[config.mk]
export PLATFORM = sky130hd
export DESIGN_NAME = rst_code_rx
export DESIGN_NICKNAME = d
export VERILOG_FILES = /design/src/rtl/sync_link_pkg.sv /design/src/rtl/rst_code_rx_pulse_stretch.sv /design/src/rtl/rst_code_rx.sv
export SDC_FILE = /design/constraint.sdc
export NUM_CORES = 1
export LEC_CHECK = 0
export ABC_AREA = 1
export CORE_MARGIN = 10
export CORE_UTILIZATION = 55
export CTS_BUF_LIST = sky130_fd_sc_hd__clkbuf_16
export CTS_CLUSTER_DIAMETER = 30
export CTS_CLUSTER_SIZE = 20
export DETAILED_ROUTE_END_ITERATION = 16
export PLACE_DENSITY = 0.78
export RECOVER_POWER = 50
export SLEW_MARGIN = 30
export SYNTH_ARGS = -nofsm -noshare
export SYNTH_HDL_FRONTEND = slang
export SYNTH_SLANG_ARGS = --single-unit
[constraint.sdc]
create_clock -name clk_100 -period 2.2 [get_ports clk_100]
set_input_delay 0.66 -clock clk_100 [delete_from_list [all_inputs] [get_ports clk_100]]
set_output_delay 0.66 -clock clk_100 [all_outputs]
set_load 0.02 [all_outputs]
[src/rtl/sync_link_pkg.sv]
// Symbol definitions for the serial reset-code link, shared by the sync-board
// transmitter and the backend receiver.
package sync_link_pkg;

    localparam int RST_BITS   = 4;
    localparam int SYM_PERIOD = 4;

    localparam logic [RST_BITS-1:0] RST_IDLE   = 4'b1010;
    localparam logic [RST_BITS-1:0] RST_ACTIVE = 4'b1100;

    typedef enum logic [1:0] {
        HUNT   = 2'd0,
        VERIFY = 2'd1,
        LOCKED = 2'd2
    } link_state_t;

endpackage

[src/rtl/rst_code_rx_pulse_stretch.sv]
// Retriggerable countdown that stretches a one-cycle reset strobe into a
// RST_HOLD-cycle reset level.
module pulse_stretch #(
    parameter int RST_HOLD = 16
) (
    input  logic clk_100,
    input  logic rst_n,
    input  logic pulse,
    output logic rst_out
);

    localparam int                CNT_W = $clog2(RST_HOLD + 1);
    localparam logic [CNT_W-1:0] HOLD  = CNT_W'(RST_HOLD);

    logic [CNT_W-1:0] cnt;

    // A new pulse always reloads, so overlapping requests merge into one level.
    always_ff @(posedge clk_100 or negedge rst_n) begin
        if (!rst_n) begin
            cnt <= '0;
        end else if (pulse) begin
            cnt <= HOLD;
        end else if (cnt != '0) begin
            cnt <= cnt - 1'b1;
        end
    end

    assign rst_out = (cnt != '0);

endmodule

[src/rtl/rst_code_rx.sv]
// Backend receiver for the serial reset-code line: frame alignment, lock
// tracking, ACTIVE detection and symbol-error accounting.
module rst_code_rx
    import sync_link_pkg::*;
#(
    parameter int LOCK_COUNT  = 8,
    parameter int UNLOCK_ERRS = 4,
    parameter int RST_HOLD    = 16,
    parameter int ERR_W       = 16
) (
    input  logic             clk_100,
    input  logic             rst_n,
    input  logic             m_rst,
    input  logic             clear_err,
    output logic             locked,
    output logic             rst_pulse,
    output logic             rst_out,
    output logic [ERR_W-1:0] err_count,
    output logic [7:0]       active_count
);

    localparam int PH_W   = $clog2(SYM_PERIOD);
    localparam int GOOD_W = $clog2(LOCK_COUNT + 1);
    localparam int RUN_W  = $clog2(UNLOCK_ERRS + 1);

    localparam logic [GOOD_W-1:0] GOOD_LAST = GOOD_W'(LOCK_COUNT - 1);
    localparam logic [RUN_W-1:0]  RUN_LAST  = RUN_W'(UNLOCK_ERRS - 1);
    localparam logic [PH_W-1:0]   HALF_SYM  = PH_W'(SYM_PERIOD / 2);

    function automatic logic [ERR_W-1:0] sat_inc(input logic [ERR_W-1:0] v);
        return (&v) ? v : v + 1'b1;
    endfunction

    link_state_t         state;
    logic                din_q;
    logic [RST_BITS-1:0] win;
    logic [PH_W-1:0]     ph;
    logic [PH_W-1:0]     lock_ph;
    logic [PH_W-1:0]     alt_ph;
    logic [GOOD_W-1:0]   good;
    logic [RUN_W-1:0]    err_run;
    logic                pending;
    logic                is_idle;
    logic                is_active;
    logic                at_bnd;
    logic                at_alt;

    assign is_idle   = (win == RST_IDLE);
    assign is_active = (win == RST_ACTIVE);
    assign alt_ph    = lock_ph + HALF_SYM;
    assign at_bnd    = (ph == lock_ph);
    assign at_alt    = (ph == alt_ph);

    always_ff @(posedge clk_100 or negedge rst_n) begin
        if (!rst_n) begin
            state        <= HUNT;
            din_q        <= 1'b0;
            win          <= '0;
            ph           <= '0;
            lock_ph      <= '0;
            good         <= '0;
            err_run      <= '0;
            pending      <= 1'b0;
            locked       <= 1'b0;
            rst_pulse    <= 1'b0;
            err_count    <= '0;
            active_count <= '0;
        end else begin
            din_q     <= m_rst;
            win       <= {win[RST_BITS-2:0], din_q};
            ph        <= ph + 1'b1;
            rst_pulse <= 1'b0;

            case (state)
                HUNT: begin
                    if (is_idle) begin
                        lock_ph <= ph;
                        good    <= GOOD_W'(1);
                        err_run <= '0;
                        pending <= 1'b0;
                        state   <= VERIFY;
                    end
                end

                VERIFY: begin
                    if (at_bnd) begin
                        if (!is_idle) begin
                            state <= HUNT;
                        end else if (good == GOOD_LAST) begin
                            state  <= LOCKED;
                            locked <= 1'b1;
                        end else begin
                            good <= good + 1'b1;
                        end
                    end
                end

                LOCKED: begin
                    if (at_bnd) begin
                        if (is_idle) begin
                            err_run <= '0;
                        end else if (is_active) begin
                            rst_pulse    <= 1'b1;
                            active_count <= active_count + 8'd1;
                            err_run      <= '0;
                        end else begin
                            pending <= 1'b1;
                        end
                    end else if (at_alt && pending) begin
                        // IDLE also matches two bits off; an ACTIVE here means we
                        // locked on the wrong half of the symbol, so re-centre.
                        pending <= 1'b0;
                        if (is_active) begin
                            lock_ph      <= alt_ph;
                            rst_pulse    <= 1'b1;
                            active_count <= active_count + 8'd1;
                        end else begin
                            err_count <= sat_inc(err_count);
                            if (err_run == RUN_LAST) begin
                                err_run <= '0;
                                locked  <= 1'b0;
                                state   <= HUNT;
                            end else begin
                                err_run <= err_run + 1'b1;
                            end
                        end
                    end
                end

                default: begin
                    state  <= HUNT;
                    locked <= 1'b0;
                end
            endcase

            if (clear_err) begin
                err_count <= '0;
            end
        end
    end

    pulse_stretch #(
        .RST_HOLD(RST_HOLD)
    ) u_stretch (
        .clk_100(clk_100),
        .rst_n  (rst_n),
        .pulse  (rst_pulse),
        .rst_out(rst_out)
    );

endmodule

-- After elaboration in Yosys (flattened, before gate mapping)
Cells that the tools add are included.
- $add $sub $neg: 7
- multiply operators: 0
- divide/modulo/power cells: 0
- $lt $le $gt $ge: 0
- eq/ne operators: 28
- shifts and indexed selects: 0
- multiplexer cells: 58
- bitwise gates (word level): 1
- reduce and logical (&&, ||, !) cells: 18
- operators by type and width (cell ; number):
    2-to-1 mux 16 bit ; 6
    2-to-1 mux 8 bit ; 4
    != test 2 bit, second input constant ; 14
    AND reduction 5 bit ; 5
    2-to-1 mux 2 bit ; 12
    2-to-1 mux 3 bit ; 7
    2-to-1 mux 1 bit ; 17
    adder 16 x 1 -> 16 bit, second input constant ; 1
    2-to-1 mux 4 bit ; 4
    AND reduction 16 bit ; 1
    != test 3 bit, second input constant ; 5
    nonzero test 2 bit ; 6
    2-to-1 mux 5 bit ; 2
    adder 8 x 1 -> 8 bit, second input constant ; 1
    equality test 4 bit, second input constant ; 2
    case mux 4 bit (2 select lines) ; 1
    AND reduction 8 bit ; 1
    AND reduction 7 bit ; 1
    case mux 2 bit (3 select lines) ; 1
    case mux 3 bit (2 select lines) ; 1
    nonzero test 5 bit ; 1
    subtractor 5 x 1 -> 5 bit, second input constant ; 1
    adder 4 x 1 -> 4 bit, second input constant ; 1
    equality test 2 bit ; 2
    15 further kinds ; 15
- register bits after elaboration: 50
- bits in latches: 0
- RAM bits: 0
- bits in read-only memories: 0
- input bits: 4
- output and inout bits: 27
- logic and storage cells: 125
- memories: 0

-- Longest topological paths before layout
- depth after elaboration: 7
- mapped depth: 11
- mapped depth without buffers: 10

-- By module
Synthesis repeated with hierarchy kept, for this count alone.
- cell total of the unflattened synthesis: 387
- area total of the unflattened synthesis: 2899.0 um2
- modules (own cells, without submodules) (module ; instances ; cells each ; area an instance (um2) ; sequential area each (um2)):
    rst_code_rx ; 1 ; 354 ; 2638.8 ; 1126.1
    pulse_stretch ; 1 ; 33 ; 260.2 ; 125.1

-- Worst setup path before layout
Ideal clock, no wire load.
- kind: reg-to-reg
- from: reg err_count[1]
- to: reg err_count[10]
- setup time: 118 ps
- arrival time: 1549 ps
- slack: 533 ps
- stages on the path, launching flop included: 10
- path buffers: 1
- clock period less this slack: 1667 ps
- path through: dfrtp_1 -> ha_1 -> nand3_4 -> nor2_4 -> nand3_2 -> nor2_4 -> nor2_4 -> buf_8 -> nand3b_1 -> nand2_1
- cells in the longest elaborated chain, start to end: 7
- elaborated cells on any way between the ends: 10
- RTL lines (what ; RTL line ; RTL):
    start: declaration ; rst_code_rx.sv:18 ; output logic [ERR_W-1:0] err_count,
    start signal: assignment ; rst_code_rx.sv:118 ; err_count <= sat_inc(err_count);
    adder 16 x 1 -> 16 bit ; rst_code_rx.sv:31 ; return (&v) ? v : v + 1'b1;
    2-to-1 mux 16 bit ; rst_code_rx.sv:31 ;
    2-to-1 mux 16 bit ; rst_code_rx.sv:113 ; if (is_active) begin
    2-to-1 mux 16 bit ; rst_code_rx.sv:109 ; end else if (at_alt && pending) begin
    2-to-1 mux 16 bit ; rst_code_rx.sv:99 ; if (at_bnd) begin
    2-to-1 mux 16 bit ; rst_code_rx.sv:74 ; case (state)
    2-to-1 mux 16 bit ; rst_code_rx.sv:136 ; if (clear_err) begin
Several ways; a longest one is shown, not always the timed one. The select of a mux whose other input is x is not followed.
A chain may end at the register's enable or synchronous reset.

-- Worst setup path after layout
- from: reg err_count[2]
- to: out err_count[2]
No word-level cell between the ends.

==> impl_metrics.py <==
metrics = {
    "power_and_ir_drop": {
        "finalPower_mw": 1.95,
        "vdd_ir_drop_max_v": 0.000405,
        "p_leak_nw": 1.67,
        "powerDensity_nw_per_um2": 581,
    },
    "layout": {
        "stdcell_count": 477,
        "antenna_cells": 0,
        "fillers": 444,
        "nets": 415,
        "area_growth_pct": 17.4,
        "drive_above_1_share_pct": 7.37,
    },
    "sta": {
        "final_hold_viol_count": 0,
        "clock-skew-final_ns": 0.00596,
        "min_period_over_period_pct": 95.8,
        "period_minus_slack_ns": 2.11,
        "tightest_slew_ns": 1.26,
        "slew_viol_final": 0,
        "worst_slack_ns": 0.0926,
        "max_freq_mhz": 475,
        "fin_tns_setup_ns": 0,
        "rsz0062_at_grt": "no",
        "slew_headroom_pct": 16.2,
        "final-setup-viol-count": 0,
    },
    "logic_synthesis": {
        "synth_ff_type": "dfrtp_1",
        "netlist_area_um2": 2860,
        "synth_cells": 371,
        "synth_top_area_cell": "dfrtp_1",
        "synth_cell_types": 28,
        "synthArstFlopShare_pct": 100,
        "yosys_warnings": 0,
        "avgSynthCellArea_um2": 7.72,
        "synth_area_leaders": "dfrtp_1 (44%), nand2_1 (15%), nand3_1 (7.5%)",
        "synth-edff-count": 0,
        "ys_ff_latch": 50,
        "syn_nets": 380,
        "synth_most_common_cell": "nand2_1",
        "synth_top_area_share_pct": 43.7,
        "seq_area_frac_synth_pct": 43.7,
        "synthTopCellsByCount": "nand2_1 (111), dfrtp_1 (50), nand3_1 (43)",
    },
    "detailed_routing": {
        "via_count": 2462,
        "first_pass_iters": 4,
        "wl_um": 5810,
        "drtIter0Drc": 93,
        "detail-route-antenna-nets": 0,
        "post_drt_wl_per_cell_um": 12.2,
        "drc": 0,
        "viasPerCell": 5.16,
    },
    "outcome": {
        "status": "finished clean",
    },
    "placed_design": {
        "portBuffers": 30,
        "preCtsSetupSlack_ns": 0.0297,
        "gp_congestion": 0.858,
        "dpl.hpwl_um": 4320,
        "dp.cells": 469,
    },
    "setup_path": {
        "cp_data_arrival_time_ns": 1.45,
        "cp_num_buf_inv": 1,
        "slowest_delay_ns": 0.67,
        "cp_data_required_time_ns": 1.54,
        "crit_path_top_delay_cell": "clkdlybuf4s50_1",
        "cp_max_fo": 7,
        "crit_family": "buffers and inverters",
        "crit_path_start_kind": "flop",
        "cp.depth": 1,
        "r2r_cells": 8,
        "critPathKind": "flop to output port",
        "cp-end-kind": "output port",
        "crit_chain": "clkdlybuf4s50_1",
    },
    "clock_tree": {
        "cts_tree": "done",
        "clk_pin_slew_ns": 0.06,
        "clock_sinks": 50,
        "htree_levels": 2,
        "cts_made_buffers": 5,
        "clkLatencyLatePin_ns": 0.29,
        "cts_buffer_depth": 2,
        "postCtsSetupBuffers": 0,
        "ctsHoldBuffers": 0,
        "root_buffer": "clkbuf_16",
    },
    "grt": {
        "grt_pass1_vias": 2405,
        "gr-total-overflow": 0,
        "antenna_found_initial": 0,
        "grt_use_total_pct": 14.6,
        "grt_max_degree": 33,
        "grt_pass1_wl_um": 10600,
    },
    "hold_path": {
        "holdCritPathClass": "flop to flop",
        "hold_depth": 0,
    },
    "die": {
        "die_y_um": 92.1,
        "fp.dieW_um": 92.1,
        "core.rowCount": 26,
        "start_util_pct": 56.4,
        "io_pins": 31,
        "coreArea_um2": 5070,
        "dieArea_um2": 8490,
    },
    "job": {
        "max-cap-violations": 0,
    },
}
-- layout make-up --
class / count / area [um2] / share of cell area (%)
multi-input combinational: 271 / 1390 / 41.5
timing repair buffer: 33 / 320 / 9.53
clock inverter: 3 / 11.3 / 0.335
inverter: 45 / 171 / 5.10
sequential: 50 / 1250 / 37.2
clock buffer: 5 / 125 / 3.72
tap: 70 / 87.6 / 2.61
-- worst reg2reg max path, stage by stage (launching register included) --
cell and delay (ns):
dfrtp_1 0.42, ha_1 0.29, nand3_4 0.14, nor2_4 0.06, nand3_2 0.08, nor2_4 0.04
nor2_4 0.35, nand3b_1 0.14, nand2_1 0.08
-- state kept, by name, indices dropped and copies added (netlist names) --
register       cells
err_count         16
active_count       8
u_stretch.cnt      5
good               4
win                4
err_run            3
lock_ph            2
ph                 2
state              2
din_q              1
locked             1
pending            1
rst_pulse          1
-- logic make-up (layout without fill, tap and decap cells) --
family	Yosys count	in the layout	synth area share [%]
AO/OA/AOI/OAI	17	17	3.06
buffers and inverters	50	86	7.60
AND/OR/NAND/NOR	233	233	38.5
flip-flops	50	50	43.7
XOR/XNOR	16	16	4.90
adder cells (fa/ha/maj)	5	5	2.19
-- report_power, final --
| part | total (mW) | switching (mW) | internal (mW) |
|---|---|---|---|
| clock network | 0.722 | 0.312 | 0.410 |
| registers | 0.998 | 0.0367 | 0.962 |
| logic | 0.232 | 0.161 | 0.0703 |
-- stage by stage --
step | hold WS [ns] | util (%) | instance area (um2)
5_1_grt | 0.362 | 66.2 | 3360
2_1_floorplan | 0.331 | - | 2860
3_5_place_dp | 0.347 | 63.7 | 3230
6_report | 0.356 | 66.2 | 3360
3_3_place_gp | 0.335 | 63.7 | 3230
4_1_cts | 0.360 | 66.4 | 3370
-- cells in the final DEF, fill, tap and decap left out, drive strengths merged, types with 6 or more instances in the layout --
master / synthesis / final
a21oi: 6 / 6
clkbuf: 0 / 7
clkdlybuf4s50: 0 / 27
dfrtp: 50 / 50
inv: 43 / 43
nand2: 116 / 116
nand3: 49 / 49
nand3b: 9 / 9
nand4: 7 / 7
nor2: 48 / 48
o21ai: 10 / 10
xor2: 15 / 15
-- metal layers --
| layer | part of all wire, % | routed length (um) | track usage (%) |
|---|---|---|---|
| met5 | 0 | 0 | 0 |
| met1 | 46 | 2670 | 18.4 |
| met4 | 1.0 | 60 | 5.40 |
| met2 | 46 | 2700 | 23.4 |
| met3 | 6.5 | 378 | 4.07 |
-- repair_timing --
action                     CTS  global route
pin swaps                    0             0
setup endpoints to repair    1             1
gates resized for setup      3             2
-- worst paths after layout --
path,from,to,slack [ns]
max,err_count[2],err_count[2],0.09
min,din_q,win[0],0.36
max reg2reg,err_count[0],err_count[3],0.54
min reg2reg,din_q,win[0],0.36
max in group asynchronous,rst_n,err_count[3],0.82
min in group asynchronous,rst_n,locked,0.62
Power figures use the tool's default switching activity.
